$ cat config.mk
export PLATFORM = sky130hd
export DESIGN_NAME = pc_sequencer
export DESIGN_NICKNAME = d
export VERILOG_FILES = /design/src/rtl/pc_pkg.sv /design/src/rtl/pc_sel_encode.sv /design/src/rtl/pc_sequencer.sv
export SDC_FILE = /design/constraint.sdc
export NUM_CORES = 1
export LEC_CHECK = 0
export ABC_AREA = 0
export CAP_MARGIN = 0
export CORE_AREA = 2 2 84 78
export DETAILED_ROUTE_END_ITERATION = 10
export DIE_AREA = 0 0 86 80
export GPL_TIMING_DRIVEN = 0
export PLACE_DENSITY = 0.78
export SLEW_MARGIN = 40
export SYNTH_ARGS = -nofsm -noshare
export SYNTH_HDL_FRONTEND = slang
export SYNTH_SLANG_ARGS = --single-unit
export TNS_END_PERCENT = 100
$ cat constraint.sdc
create_clock -name clk -period 1.7 [get_ports clk]
set_input_delay 0.255 -clock clk [delete_from_list [all_inputs] [get_ports clk]]
set_output_delay 0.255 -clock clk [all_outputs]
set_load 0.005 [all_outputs]
$ cat src/rtl/pc_pkg.sv
// pc_pkg: shared state type and mux-select encodings for the program-counter stage
package pc_pkg;
  typedef enum logic [1:0] {BOOT, RUN, FLUSH, HALT} pc_state_t;
  localparam logic [1:0] SEL_SEQ = 2'b00;
  localparam logic [1:0] SEL_BR  = 2'b01;
  localparam logic [1:0] SEL_J   = 2'b10;
  localparam logic [1:0] SEL_JR  = 2'b11;
  localparam int PC_INC = 4;
endpackage

$ cat src/rtl/pc_sel_encode.sv
// pc_sel_encode: priority encoder of jr > jump > branch_taken into the next-PC mux select
module pc_sel_encode
  import pc_pkg::*;
(
  input  logic       jr,
  input  logic       jump,
  input  logic       branch_taken,
  output logic [1:0] sel
);
  assign sel = jr ? SEL_JR : jump ? SEL_J : branch_taken ? SEL_BR : SEL_SEQ;
endmodule

$ cat src/rtl/pc_sequencer.sv
// pc_sequencer: PC register, redirect/flush FSM and next-PC mux select driver.
// Define PC_ALIGN_CHECK_EN to halt on a misaligned redirect target instead of loading it.
module pc_sequencer
  import pc_pkg::*;
#(
  parameter int                WIDTH        = 32,
  parameter logic [WIDTH-1:0]  RESET_VECTOR = '0,
  parameter int                FLUSH_CYCLES = 1
) (
  input  logic             clk,
  input  logic             rst_n,
  input  logic             stall,
  input  logic             branch_taken,
  input  logic             jump,
  input  logic             jr,
  input  logic [WIDTH-1:0] mux_y,
  output logic [1:0]       mux_sel,
  output logic [WIDTH-1:0] pc,
  output logic [WIDTH-1:0] pc_plus4,
  output logic             fetch_valid,
  output logic             flush,
  output logic             misalign
);
  pc_state_t state, state_nxt;
  logic [2:0] flush_cnt, cnt_nxt;
  logic [WIDTH-1:0] pc_nxt;
  logic [1:0] enc_sel;
  logic redirect, bad_tgt;
  pc_sel_encode u_enc (
    .jr           (jr),
    .jump         (jump),
    .branch_taken (branch_taken),
    .sel          (enc_sel)
  );
  assign pc_plus4    = pc + WIDTH'(PC_INC);
  assign mux_sel     = state == FLUSH ? SEL_SEQ : enc_sel;
  assign redirect    = state == RUN && (jr | jump | branch_taken);
  assign fetch_valid = state == RUN;
  assign flush       = redirect && !stall;
`ifdef PC_ALIGN_CHECK_EN
  assign bad_tgt  = mux_y[1:0] != 2'b00;
  assign misalign = state == HALT;
`else
  assign bad_tgt  = 1'b0;
  assign misalign = 1'b0;
`endif
  // stall freezes everything; HALT is only left through reset
  always_comb begin
    state_nxt = state;
    cnt_nxt   = flush_cnt;
    pc_nxt    = pc;
    if (!stall)
      unique case (state)
        BOOT: state_nxt = RUN;
        RUN: begin
          pc_nxt    = (redirect && bad_tgt) ? pc : mux_y;
          state_nxt = redirect ? (bad_tgt ? HALT : FLUSH) : RUN;
          cnt_nxt   = redirect ? 3'(FLUSH_CYCLES - 1) : flush_cnt;
        end
        FLUSH: begin
          pc_nxt    = mux_y;
          state_nxt = flush_cnt == 3'd0 ? RUN : FLUSH;
          cnt_nxt   = flush_cnt == 3'd0 ? flush_cnt : flush_cnt - 3'd1;
        end
        default: ;
      endcase
  end
  always_ff @(posedge clk or negedge rst_n)
    if (!rst_n) begin
      pc        <= RESET_VECTOR;
      state     <= BOOT;
      flush_cnt <= '0;
    end else begin
      pc        <= pc_nxt;
      state     <= state_nxt;
      flush_cnt <= cnt_nxt;
    end
endmodule

# Yosys cells after proc, flatten, opt, wreduce, memory -nomap -nowiden
# Index checks and enable logic that the tools add are counted.
[totals]
regBits = 37
output_inout_bits = 69
elab_cells = 33
[classes]
n_addsub = 2
eq_ne = 4
n_mux = 10
bitwise_logic = 3
reduce_logical = 11
[ops]
columns = ["op", "count"]
rows = [
  ["$add A32 B3 Y32 const B", 1],
  ["$mux W2", 5],
  ["$mux W3", 2],
  ["$pmux W2 S3", 1],
  ["$pmux W3 S2", 1],
  ["$reduce_and A2 Y1", 2],
  ["$reduce_and A4 Y1", 1],
  ["$logic_not A3 Y1", 1],
  ["$reduce_bool A3 Y1", 1],
  ["$sub A3 B1 Y3 const B", 1],
  ["$eq A2 B1 Y1 const B", 1],
  ["$eq A2 B2 Y1 const B", 1],
  ["$logic_and A1 B1 Y1", 2],
  ["$logic_not A2 Y1", 1],
  ["$ne A2 B1 Y1 const B", 1],
  ["$ne A2 B2 Y1 const B", 1],
  ["$or A1 B1 Y1", 2],
  ["$reduce_bool A2 Y1", 1],
  ["$reduce_or A2 Y1", 1],
  ["$logic_not A1 Y1", 1],
  ["$mux W1", 1],
  ["$not A1 Y1", 1],
]

# Longest topological paths before layout
# Gate-level depths: netlist of the first run.
[logic_depth]
depth_word = 5
depth_mapped = 7

# By module
# From an unflattened synthesis of the first run, not the netlist that was laid out.
[hier_totals]
hier_cells = 199
area_unflattened_um2 = 2228.4
[modules_own_cells]
columns = ["mod", "n_inst", "cells_each", "area_per_inst_um2", "seq_area_each_um2"]
rows = [
  ["pc_sequencer", 1, 196, 2210.9, 925.9],
  ["pc_sel_encode", 1, 3, 17.5, 0.0],
]

# Worst setup path before layout of the first run
# No wires, ideal clock.
[synth_path]
path_kind = "register to register"
startpoint = "register state[0]"
endpoint = "register pc[0]"
t_arrival_ns = 1.600
required_time_ns = 1.575
path_slack_ns = -0.024
stages_incl_launch_ff = 6
synth_period_minus_slack_ns = 1.724
cell_sequence = "dfrtp_1 -> inv_1 -> ha_1 -> nor2_1 -> buf_2 -> mux2_2"
[synth_between]
elab_chain_len = 3
elab_cells_between_ends = 4
cone_classes = "eq/ne (2); reduce/logical (2)"
[synth_lines]
columns = ["item", "line", "rtl"]
rows = [
  ["from (decl)", "pc_sequencer.sv:24", "pc_state_t state, state_nxt;"],
  ["from (signal assigned)", "pc_sequencer.sv:75", "state <= state_nxt;"],
  ["$eq A2 B1 Y1 / $eq A2 B2 Y1 (equally long branches)", "pc_sequencer.sv:53", "unique case (state)"],
  ["$reduce_or A2 Y1 (no source line) *", "-", ""],
  ["$reduce_and A2 Y1 (no source line) *", "-", ""],
  ["to (signal assigned)", "pc_sequencer.sv:74", "pc <= pc_nxt;"],
  ["to (decl)", "pc_sequencer.sv:18", "output logic [WIDTH-1:0] pc,"],
]
# Mark *: on every way between the ends. The rest lies on a longest branch, timed or not.
# A chain may end at the register's enable or synchronous reset.

# Worst setup path in the final report of the first run
[layout_path]
startpoint = "register pc[2]"
endpoint = "output port pc_plus4[23]"
[layout_between]
elab_chain_len = 1
[layout_lines]
columns = ["item", "line", "rtl"]
rows = [
  ["$add A32 B3 Y32", "pc_sequencer.sv:35", "assign pc_plus4 = pc + WIDTH'(PC_INC);"],
  ["to (decl)", "pc_sequencer.sv:19", "output logic [WIDTH-1:0] pc_plus4,"],
]
# No other way between the ends.

==> results of run 1 <==
[what timing repair did]
| action | CTS | global route |
|---|---|---|
| hold buffers | 1 | 0 |
| resized for setup | 178 | 22 |
| endpoints found under the setup margin | 65 | 63 |
| endpoints found under the hold margin | 37 | 0 |
| pin swaps | 38 | 24 |
| buffers inserted | 39 | 12 |
[worst max-delay path: stages, from the launching register on]
cell                      delay, ns
sky130_fd_sc_hd__dfrtp_1       0.41
sky130_fd_sc_hd__buf_6         0.13
sky130_fd_sc_hd__nand3_4       0.10
sky130_fd_sc_hd__nor4_4        0.25
sky130_fd_sc_hd__buf_4         0.17
sky130_fd_sc_hd__buf_6         0.09
sky130_fd_sc_hd__nand4_1       0.11
sky130_fd_sc_hd__xnor2_1       0.20
sky130_fd_sc_hd__buf_2         0.15
[worst max path at each step]
stage                   end  depth (start not counted)  slack (ns)
2_1_floorplan  pc_plus4[29]                          4        0.05
3_3_place_gp   pc_plus4[31]                          7       -0.63
3_5_place_dp   pc_plus4[22]                          7       -0.66
4_1_cts        pc_plus4[23]                          8       -0.46
5_1_grt        pc_plus4[23]                          8       -0.54
6_report       pc_plus4[23]                          8       -0.45
[metrics by stage]
step / cell area, um2 / setup slack, ns / power (W)
finish: 3980 / -0.452 / 0.00687
CTS: 3820 / -0.464 / 0.00666
floorplan: 2160 / 0.0520 / 0.00335
detailed placement: 3300 / -0.656 / 0.00549
global route: 3980 / -0.540 / 0.00735
global placement: 3300 / -0.626 / 0.00540
[routing by layer]
layer	global-route usage	share of wire
met1	0.226	0.39
met2	0.329	0.52
met3	0.0455	0.072
met4	0.0508	0.016
met5	0	0
[kinds of logic after synthesis]
| group | after synthesis | share of synthesized area |
|---|---|---|
| AO/OA/AOI/OAI | 6 | 0.0145 |
| XOR/XNOR | 28 | 0.114 |
| adder cells (fa/ha/maj) | 6 | 0.0348 |
| buffers and inverters | 17 | 0.0377 |
| flip-flops | 37 | 0.430 |
| multiplexers | 34 | 0.176 |
| other | 1 | 0.00174 |
| AND/OR/NAND/NOR | 62 | 0.192 |
[sequential cells by signal, indices dropped and copies added (netlist names)]
signal     count
flush_cnt      3
state          2
pc            32
[cell usage in the layout, fill, tap and decap left out, types with 6 or more instances in the layout]
cell	Yosys	final
sky130_fd_sc_hd__clkdlybuf4s50_1	0	68
sky130_fd_sc_hd__xnor2_1	19	15
sky130_fd_sc_hd__nand2_1	12	6
sky130_fd_sc_hd__buf_2	5	27
sky130_fd_sc_hd__dfrtp_2	0	12
sky130_fd_sc_hd__clkbuf_8	0	6
sky130_fd_sc_hd__inv_1	9	8
sky130_fd_sc_hd__mux2_2	31	31
sky130_fd_sc_hd__dfrtp_1	37	25
sky130_fd_sc_hd__buf_6	0	18
sky130_fd_sc_hd__buf_4	3	39
sky130_fd_sc_hd__nand4_1	7	7
sky130_fd_sc_hd__xor2_1	9	9
[power breakdown]
part | switching (W) | internal [W]
clock | 0.000316 | 0.000479
combinational | 0.00158 | 0.00261
sequential | 0.000530 | 0.00135
total | 0.00243 | 0.00444
[area by class of cell]
cell class | instances | area, um2 | area share
Sequential cell | 37 | 941 | 0.236
Multi-Input combinational cell | 137 | 1360 | 0.340
Clock buffer | 7 | 86.3 | 0.0217
Tap cell | 72 | 90.1 | 0.0226
Clock inverter | 1 | 30.0 | 0.00754
Buffer | 8 | 82.6 | 0.0207
Timing Repair Buffer | 156 | 1360 | 0.342
Inverter | 9 | 33.8 | 0.00848
==> impl_results.md, run 1 <==
- Number of nets with antenna violations after routing: 0
- Final wirelength: 6.46 mm
- Post-synthesis instance area: 2150 um2
- Result of the run: finished, violations left
- Cell with the most instances after synthesis: sky130_fd_sc_hd__dfrtp_1
- Floorplan die width: 86 um
- Number of iterations in the first detailed-routing pass: 4
- Peak ir drop on the vdd network: 733 uV
- Register bit total from synthesis: 37
- Max FO, Critical Path: 5
- Setup TNS: -7.68 ns
- Total global-route track usage: 0.187
- Cell types occupying the most area after synthesis: sky130_fd_sc_hd__dfrtp_1 43%, sky130_fd_sc_hd__mux2_2 16%, sky130_fd_sc_hd__xnor2_1 7.7%, sky130_fd_sc_hd__xor2_1 3.7%, sky130_fd_sc_hd__ha_1 3.5%
- Die extent in y: 80 um
- Starting density of the core: 0.360
- Post-DR wirelength/cell: 15.1 um
- Final-report setup violation count: 26
- Library cell occupying the most area in the post-synthesis netlist: sky130_fd_sc_hd__dfrtp_1
- Commonest cells in the netlist: 37 x sky130_fd_sc_hd__dfrtp_1, 31 x sky130_fd_sc_hd__mux2_2, 19 x sky130_fd_sc_hd__xnor2_1
- Maximum capacitance violations: 0
- Syn Area/Cell: 11.3 um2
- Sequential fraction of the synthesis area: 0.430
- Final number of hold-violating endpoints: 0
- Vias/cell: 4.89
- Wire length of the first global-routing pass: 10.1 mm
- Placeable core region: 5980 um2
- Final Worst Setup Slack: -0.452 ns
- Final period utilization: 1.27
- Number of cells in the design after placement: 368
- PD cells: 1720 nW/um2
- Root Driver: sky130_fd_sc_hd__clkbuf_8
- DRT iter0 DRCs: 57
- Diodes inserted: 0
- CTS buffer count: 5
- Leftover overflow at the end of global routing: 0
- # port buffers: 105
- Post-Syn Instances: 191
- RSZ-0062 raised after global routing: yes
- Via count of the first global-routing pass: 2,099
- CTS HTree Levels: 2
- DP HPWL: 4.31 mm
- Count of clock tree sinks: 37
- Post-synthesis async set-or-reset flop share: 1.00
- Number of DRC violations after detailed routing: 0
- Number of antenna violations at the first check in global routing: 0
- CTS tree: yes
- Fraction of final layout cells with drive strength greater than 1: 0.487
- Setup slack, reg-to-reg: 0.06 ns
- Std-Cell Rows: 27
- Top-area cell type share of the netlist area: 0.430
- Max Clk Rate: 465 MHz
- Worst Path Required: 1.44 ns
- Type of element capturing the critical path: output pin
- Reg-to-reg endpoint: pc[12]
- Vias: 2,088
- Clock Path Buffers: 2
- Clock network latency to the later pin of the worst-skew pair: 0.29 ns
- Synthesized netlist net count: 235
- Number of flops mapped to enable cells by yosys: 0
- Arrival time at the worst endpoint: 1.90 ns
- Maximum number of pins on one net before global-route repair: 38
- Die area: 6880 um2
- Source of the worst register-to-register timing path: state[1]
- Violations in the final reports: negative setup slack
- Number of top-level design ports: 107
- Crit start category: flip-flop
- Depth of the worst register-to-register path: 5
- Weighted congestion reported at the end of routability-driven placement: 0.791
- Crit path kind: flip-flop to output pin
- Finished Layout Cells: 427
- Filler cell count: 458
- Clock input transition at the sequential cells of the worst setup and hold paths: 0.08 ns
- Clock skew: 0.00853 ns
- Count of synthesis-stage warnings from yosys: 0
- Worst Hold Margin: 0.482 ns
- Leakage component of the power: 1.80 nW
- Min-delay worst type: input port to asynchronous set/reset pin
- End-of-flow core utilization: 0.666
- Minimum clock period: 2.15 ns
- Layout area overhead: 84.9%
- Predominant post-synthesis flop cell: sky130_fd_sc_hd__dfrtp_1
- Number of slew-limit violations in the final report: 0
- Final net count: 398
- Distinct cell type count of the synthesized netlist: 30
- Start point of the critical path: pc[2]
Note: power is estimated with default switching activity, not from simulation.
==> run 2, diff against run 1 <==
--- a/config.mk
+++ b/config.mk
@@ -8,6 +8,7 @@
 export ABC_AREA = 0
 export CAP_MARGIN = 0
 export CORE_AREA = 2 2 84 78
+export CTS_CLUSTER_DIAMETER = 150
 export DETAILED_ROUTE_END_ITERATION = 10
 export DIE_AREA = 0 0 86 80
 export GPL_TIMING_DRIVEN = 0
==> results of run 2 <==
No change in the layout: final DEF, timing and power equal those of run 1.
